--- src/rtl/fourbit_bitloader_pkg.sv ---
// Shared definitions for the serial-to-4-bit word loader.
package fourbit_bitloader_pkg;

  localparam int unsigned WORD_W = 4;
  localparam int unsigned FILL_W = 3;

  typedef enum logic {
    FILL = 1'b0,
    HOLD = 1'b1
  } state_t;

endpackage

--- src/rtl/fourbit_bitloader_bitset.sv ---
// Combinational single-bit insert: returns word with bit idx replaced by value.
module fourbit_bitset
  import fourbit_bitloader_pkg::*;
(
  input  logic [WORD_W-1:0] word,
  input  logic [1:0]        idx,
  input  logic              value,
  output logic [WORD_W-1:0] result
);

  always_comb begin
    result      = word;
    result[idx] = value;
  end

endmodule

--- src/rtl/fourbit_bitloader.sv ---
// Collects four serial bits into a word and holds it until downstream consumes it.
module fourbit_bitloader
  import fourbit_bitloader_pkg::*;
#(
  parameter int unsigned MSB_FIRST = 0
) (
  input  logic              clk,
  input  logic              rst_n,
  input  logic              clear,
  input  logic              in_valid,
  input  logic              in_bit,
  output logic              in_ready,
  output logic [WORD_W-1:0] y,
  output logic              out_valid,
  input  logic              out_ready,
  output logic [FILL_W-1:0] fill
);

  state_t              state, state_next;
  logic [WORD_W-1:0]   word, word_next, word_set;
  logic [FILL_W-1:0]   fill_next;
  logic [1:0]          wr_idx;

  // MSB-first mirrors the index: 3 - fill[1:0].
  assign wr_idx = (MSB_FIRST != 0) ? (2'd3 - fill[1:0]) : fill[1:0];

  fourbit_bitset u_bitset (
    .word   (word),
    .idx    (wr_idx),
    .value  (in_bit),
    .result (word_set)
  );

  assign in_ready  = (state == FILL);
  assign out_valid = (state == HOLD);
  assign y         = word;

  always_comb begin
    state_next = state;
    word_next  = word;
    fill_next  = fill;
    if (clear) begin
      state_next = FILL;
      word_next  = '0;
      fill_next  = '0;
    end else begin
      unique case (state)
        FILL: begin
          if (in_valid) begin
            word_next = word_set;
            fill_next = fill + 3'd1;
            if (fill == 3'd3) state_next = HOLD;
          end
        end
        HOLD: begin
          if (out_ready) begin
            state_next = FILL;
            word_next  = '0;
            fill_next  = '0;
          end
        end
        default: begin
          state_next = FILL;
          word_next  = '0;
          fill_next  = '0;
        end
      endcase
    end
  end

  always_ff @(posedge clk) begin
    if (!rst_n) begin
      state <= FILL;
      word  <= '0;
      fill  <= '0;
    end else begin
      state <= state_next;
      word  <= word_next;
      fill  <= fill_next;
    end
  end

endmodule

--- config.mk ---
export PLATFORM = sky130hd
export DESIGN_NAME = fourbit_bitloader
export DESIGN_NICKNAME = d
export VERILOG_FILES = /design/src/rtl/fourbit_bitloader_pkg.sv /design/src/rtl/fourbit_bitloader_bitset.sv /design/src/rtl/fourbit_bitloader.sv
export SDC_FILE = /design/constraint.sdc
export NUM_CORES = 1
export LEC_CHECK = 0
export CAP_MARGIN = 15
export CORE_AREA = 10 10 47 49
export DETAILED_ROUTE_END_ITERATION = 10
export DIE_AREA = 0 0 57 59
export GPL_TIMING_DRIVEN = 0
export MAX_ROUTING_LAYER = met4
export RECOVER_POWER = 25
export SYNTH_ARGS = -nofsm -noshare
export SYNTH_HDL_FRONTEND = slang
export SYNTH_SLANG_ARGS = --single-unit
--- constraint.sdc ---
create_clock -name clk -period 1.18 [get_ports clk]
set_input_delay 0.177 -clock clk [delete_from_list [all_inputs] [get_ports clk]]
set_output_delay 0.177 -clock clk [all_outputs]
set_load 0.005 [all_outputs]
---- Word-level counts from Yosys, hierarchy flattened ----
Index checks and enable logic that the tools add are counted.
storage, ports and cells
  bits in registers ....................... 8
  input bits .............................. 6
  output and inout bits ................... 9
  word-level logic and storage cells ...... 27
cells by class
  $add $sub $neg .......................... 1
  $lt $le $gt $ge ......................... 2
  equality and inequality tests ........... 3
  multiplexer cells ....................... 13
  bitwise gates (word level) .............. 2
  reduce and logical (&&, ||, !) cells .... 3
operators by type and width
  operator               number
  $mux W4                2
  $pmux W4 S2            1
  $mux W3                2
  $pmux W3 S2            1
  $bwmux W4              1
  $mux W1                4
  $ne A2 B2 Y1 const B   2
  $add A3 B1 Y3 const B  1
  $eq A3 B2 Y1 const B   1
  $lt A2 B3 Y1 const B   1
  $demux W1 S2           1
  $ge A2 B1 Y1 const B   1
  $not A1 Y1             2
  $pmux W1 S2            1
  $reduce_and A2 Y1      1
  $reduce_or A2 Y1       1
  $logic_and A1 B1 Y1    1

---- Longest topological paths before layout ----
  word-level depth ........................ 7
  depth in mapped cells ................... 4
  depth with buffers taken out ............ 4

---- By module ----
A second synthesis with hierarchy kept.
second synthesis, totals
  cells, all modules ...................... 34
  area, all modules ....................... 402.9 um^2
by module, submodules not included
  module             instances  cells each  area an instance (um^2)  sequential area each (um^2)
  fourbit_bitloader  1          26          334.1                    160.2
  fourbit_bitset     1          8           68.8                     0.0

---- Least setup slack after synthesis ----
No wires, ideal clock.
  path type ............................... flip-flop to flip-flop
  start ................................... reg state, in the netlist out_valid
  end ..................................... reg fill[0]
  library setup time ...................... 0.062 ns
  arrival time ............................ 1.089 ns
  required time ........................... 1.118 ns
  slack ................................... 0.029 ns
  cell stages (with the launch flop) ...... 4
  path buffers ............................ 0
  clock period less this slack ............ 1.151 ns
  cells stage by stage .................... dfxtp_1 > mux2_4 > mux2_4 > nor2_2
on the way
  longest elaborated chain between the ends .. 3
  elaborated cells on any way between the ends .. 5
  classes of those cells .................. eq/ne (2); mux (1); bitwise (1); reduce/logical (1)
ends and longest elaborated chain
  element                      line                     RTL
  start, declared              fourbit_bitloader.sv:19  state_t state, state_next;
  start signal, assigned       fourbit_bitloader.sv:77  state <= state_next;
  $not A1 Y1                   n/a
  $ne A2 B2 Y1 (no line)       n/a
  $reduce_and A2 Y1 (no line)  n/a
  end signal, assigned         fourbit_bitloader.sv:79  fill <= fill_next;
  end, declared                fourbit_bitloader.sv:16  output logic [FILL_W-1:0] fill
Several ways; a longest one is shown, not always the timed one.
A chain may end at the register's enable or synchronous reset.

---- Final worst setup path ----
  start ................................... reg fill[0]
  end ..................................... reg fill[2]
on the way
  longest elaborated chain between the ends .. 3
ends and longest elaborated chain
  element        line                     RTL
  $add A3 B1 Y3  fourbit_bitloader.sv:51  fill_next = fill + 3'd1;
  $mux W3        fourbit_bitloader.sv:49  if (in_valid) begin
  $pmux W3 S2    fourbit_bitloader.sv:47  unique case (state)
Every way passes these cells. The select of a mux whose other input is x is not followed.

==> flow_summary.json <==
{
  "status": "finished, final reports clean",
  "synthCells": 39,
  "synth_seq_cells": 8,
  "cp-end-kind": "register",
  "cp-startpoint": "fill[0]",
  "drive_gt1_frac": 0.1930,
  "cts_root_buf": "clkbuf_4",
  "fin_hold_ws_ps": 512.8,
  "slew_headroom": 0.8022,
  "synth_top_area_frac": 0.4089,
  "cts.sinks": 8,
  "critPathMaxStageDelay_ps": 370,
  "synth_top_area_cell": "dfxtp_1",
  "initial_core_util": 0.2795,
  "rr_worst_depth": 4,
  "clkLatencyLatePin_ps": 250,
  "vias_per_cell": 4.726,
  "nets": 70,
  "cp_max_fo": 5,
  "synth_area_sq_um": 391.6,
  "cts_tree": "done",
  "die_w_um": 57,
  "setup_viol": 0,
  "die_area_sq_um": 3363,
  "routabilityCongestion": 0.7297,
  "yosys_warnings": 0,
  "path_buf_inv": 0,
  "critical_path_required_ps": 1320,
  "grt_max_degree": 8,
  "hold_viol_final": 0,
  "crit_family": "adder cells",
  "vias": 345,
  "tns_ps": 0,
  "rsz0062_at_grt": "no",
  "ctsLongestPathBuffers": 2,
  "hold_buffers": 0,
  "skew_ps": 5.424,
  "p_leak_nw": 0.2525,
  "cts.clk_slew.worst_paths_ps": 60,
  "dieHeight_um": 59,
  "drc": 0,
  "grt_pass1_wl_um": 1683,
  "io_buffers": 14,
  "cts_made_buffers": 3,
  "cp-start-kind": "register",
  "syn_to_final_growth_pct": 51.12,
  "hold_path.class": "register to register",
  "antennaDiodeCount": 0,
  "first_iter_violations": 4,
  "wire_per_inst_um": 12.45,
  "dp_hpwl_um": 732.6,
  "crit_chain": "ha_4 -> ha_1 -> a2bb2oi_1 -> nor2_1",
  "yosysSeqAreaShare": 0.4089,
  "fin_util": 0.4223,
  "crit_slowest_cell": "dfxtp_4",
  "drtAntennaViolNets": 0,
  "routed_wl_um": 909,
  "reg2reg_slack_ps": 50,
  "coreArea_sq_um": 1401,
  "grtUsageTotal": 0.06554,
  "row_count": 14,
  "rr_startpoint": "fill[0]",
  "vdd_drop_max_uv": 447.2,
  "path_depth": 4,
  "finalMaxSlewViolations": 0,
  "dr.pass1.iters": 2,
  "syn_area_per_cell_sq_um": 10.04,
  "synth.distinct_cells": 13,
  "antenna_found_initial": 0,
  "timing.fmax_mhz": 882.8,
  "crit_arrival_ps": 1270,
  "crit_end": "fill[2]",
  "synth_nets": 50,
  "worst_slew_pin_slew_ps": 295.6,
  "yosys-top-cells-area": "dfxtp_1, ha_1, a211oi_1",
  "htreeDepth": 1,
  "grt_pass1_vias": 373,
  "r2r_end": "fill[2]",
  "final.min_clock_period_ps": 1133,
  "period_share": 0.9600,
  "grt.overflow.total": 0,
  "critPathKind": "register to register",
  "cap_viol_max_count": 0,
  "power_density_nw_per_um2": 930.9,
  "ioPinCount": 15
}
Yosys cell counts:
library cell / number
ha_1: 5
a211oi_1: 4
a32oi_1: 1
mux2_4: 2
nor2_1: 4
nor2_2: 1
dfxtp_1: 8
a21o_1: 1
nand2b_1: 2
mux2i_1: 1
a2bb2oi_1: 1
inv_1: 4
a21oi_1: 5
where the power goes:
part | total (mW) | internal [mW] | switching (mW)
Combinational | 0.0611 | 0.0352 | 0.0259
Clock | 0.214 | 0.117 | 0.0968
Sequential | 0.276 | 0.271 | 0.00502
state kept, by name (all words and copies together) (netlist names):
signal / cells
y: 4
out_valid: 1
fill: 3
logic make-up after synthesis:
| kind of cell | share of synthesized area |
|---|---|
| AO/OA/AOI/OAI | 0.2045 |
| adder cells (fa/ha/maj) | 0.1597 |
| buffers and inverters | 0.03833 |
| flip-flops | 0.4089 |
| multiplexers | 0.1022 |
| AND/OR/NAND/NOR | 0.08626 |
worst register-to-register path, cell delays in order (launching register included):
cell and delay, ps:
dfxtp_4 370, ha_4 170, ha_1 270, a2bb2oi_1 160
nor2_1 50
worst min path at each step:
stage / start / end / slack (ps) / depth (start not counted)
after global placement: y[1] / y[1] / 500 / 2
after global routing: y[0] / y[0] / 560 / 2
after CTS: y[1] / y[1] / 520 / 2
final: out_valid / out_valid / 510 / 2
after floorplan: in_valid / out_valid / 320 / 2
after detailed placement: fill[2] / fill[2] / 510 / 2
cells in the final DEF, fill, tap and decap left out, types with 2 or more instances in the layout:
cell type        netlist  layout
dlygate4sd2_1          0       9
a21oi_1                5       5
dfxtp_1                8       5
clkdlybuf4s50_1        0       5
inv_1                  4       4
nor2_1                 4       4
a211oi_1               4       4
ha_1                   5       4
clkbuf_4               0       3
nand2b_1               2       2
mux2_4                 2       2
dfxtp_4                0       2
layer usage:
layer | vias up | share of wire | GRT usage
met4 | 0 | 0 | 0.04027
met2 | 13 | 0.43 | 0.08062
met5 | - | 0 | -
li1 | 181 | - | -
met1 | 151 | 0.45 | 0.07554
met3 | 0 | 0.12 | 0.04292
what timing repair did:
action,4_1_cts,5_1_grt
endpoints found under the setup margin,11,2
resized for setup,15,1
endpoints found under the hold margin,0,0
setup buffers,0,1
cell type report:
type / instances / area (sq um)
Fill cell: 146 / 809.5
Multi-Input combinational cell: 27 / 229.0
Sequential cell: 8 / 168.9
Timing Repair Buffer: 15 / 136.4
Clock buffer: 3 / 22.52
Tap cell: 16 / 20.02
Inverter: 4 / 15.01
stage by stage:
| stage | setup slack (ps) | std cells | area, sq um | power, mW |
|---|---|---|---|---|
| 2_1_floorplan | 29.07 | 39 | 391.6 | 0.3150 |
| 3_3_place_gp | -203.4 | 69 | 551.8 | 0.3494 |
| 3_5_place_dp | -195.9 | 69 | 551.8 | 0.3499 |
| 4_1_cts | 19.45 | 72 | 574.3 | 0.5543 |
| 5_1_grt | 14.68 | 73 | 591.8 | 0.5873 |
| 6_report | 47.22 | 73 | 591.8 | 0.5509 |
Note: power is estimated with default switching activity, not from simulation.
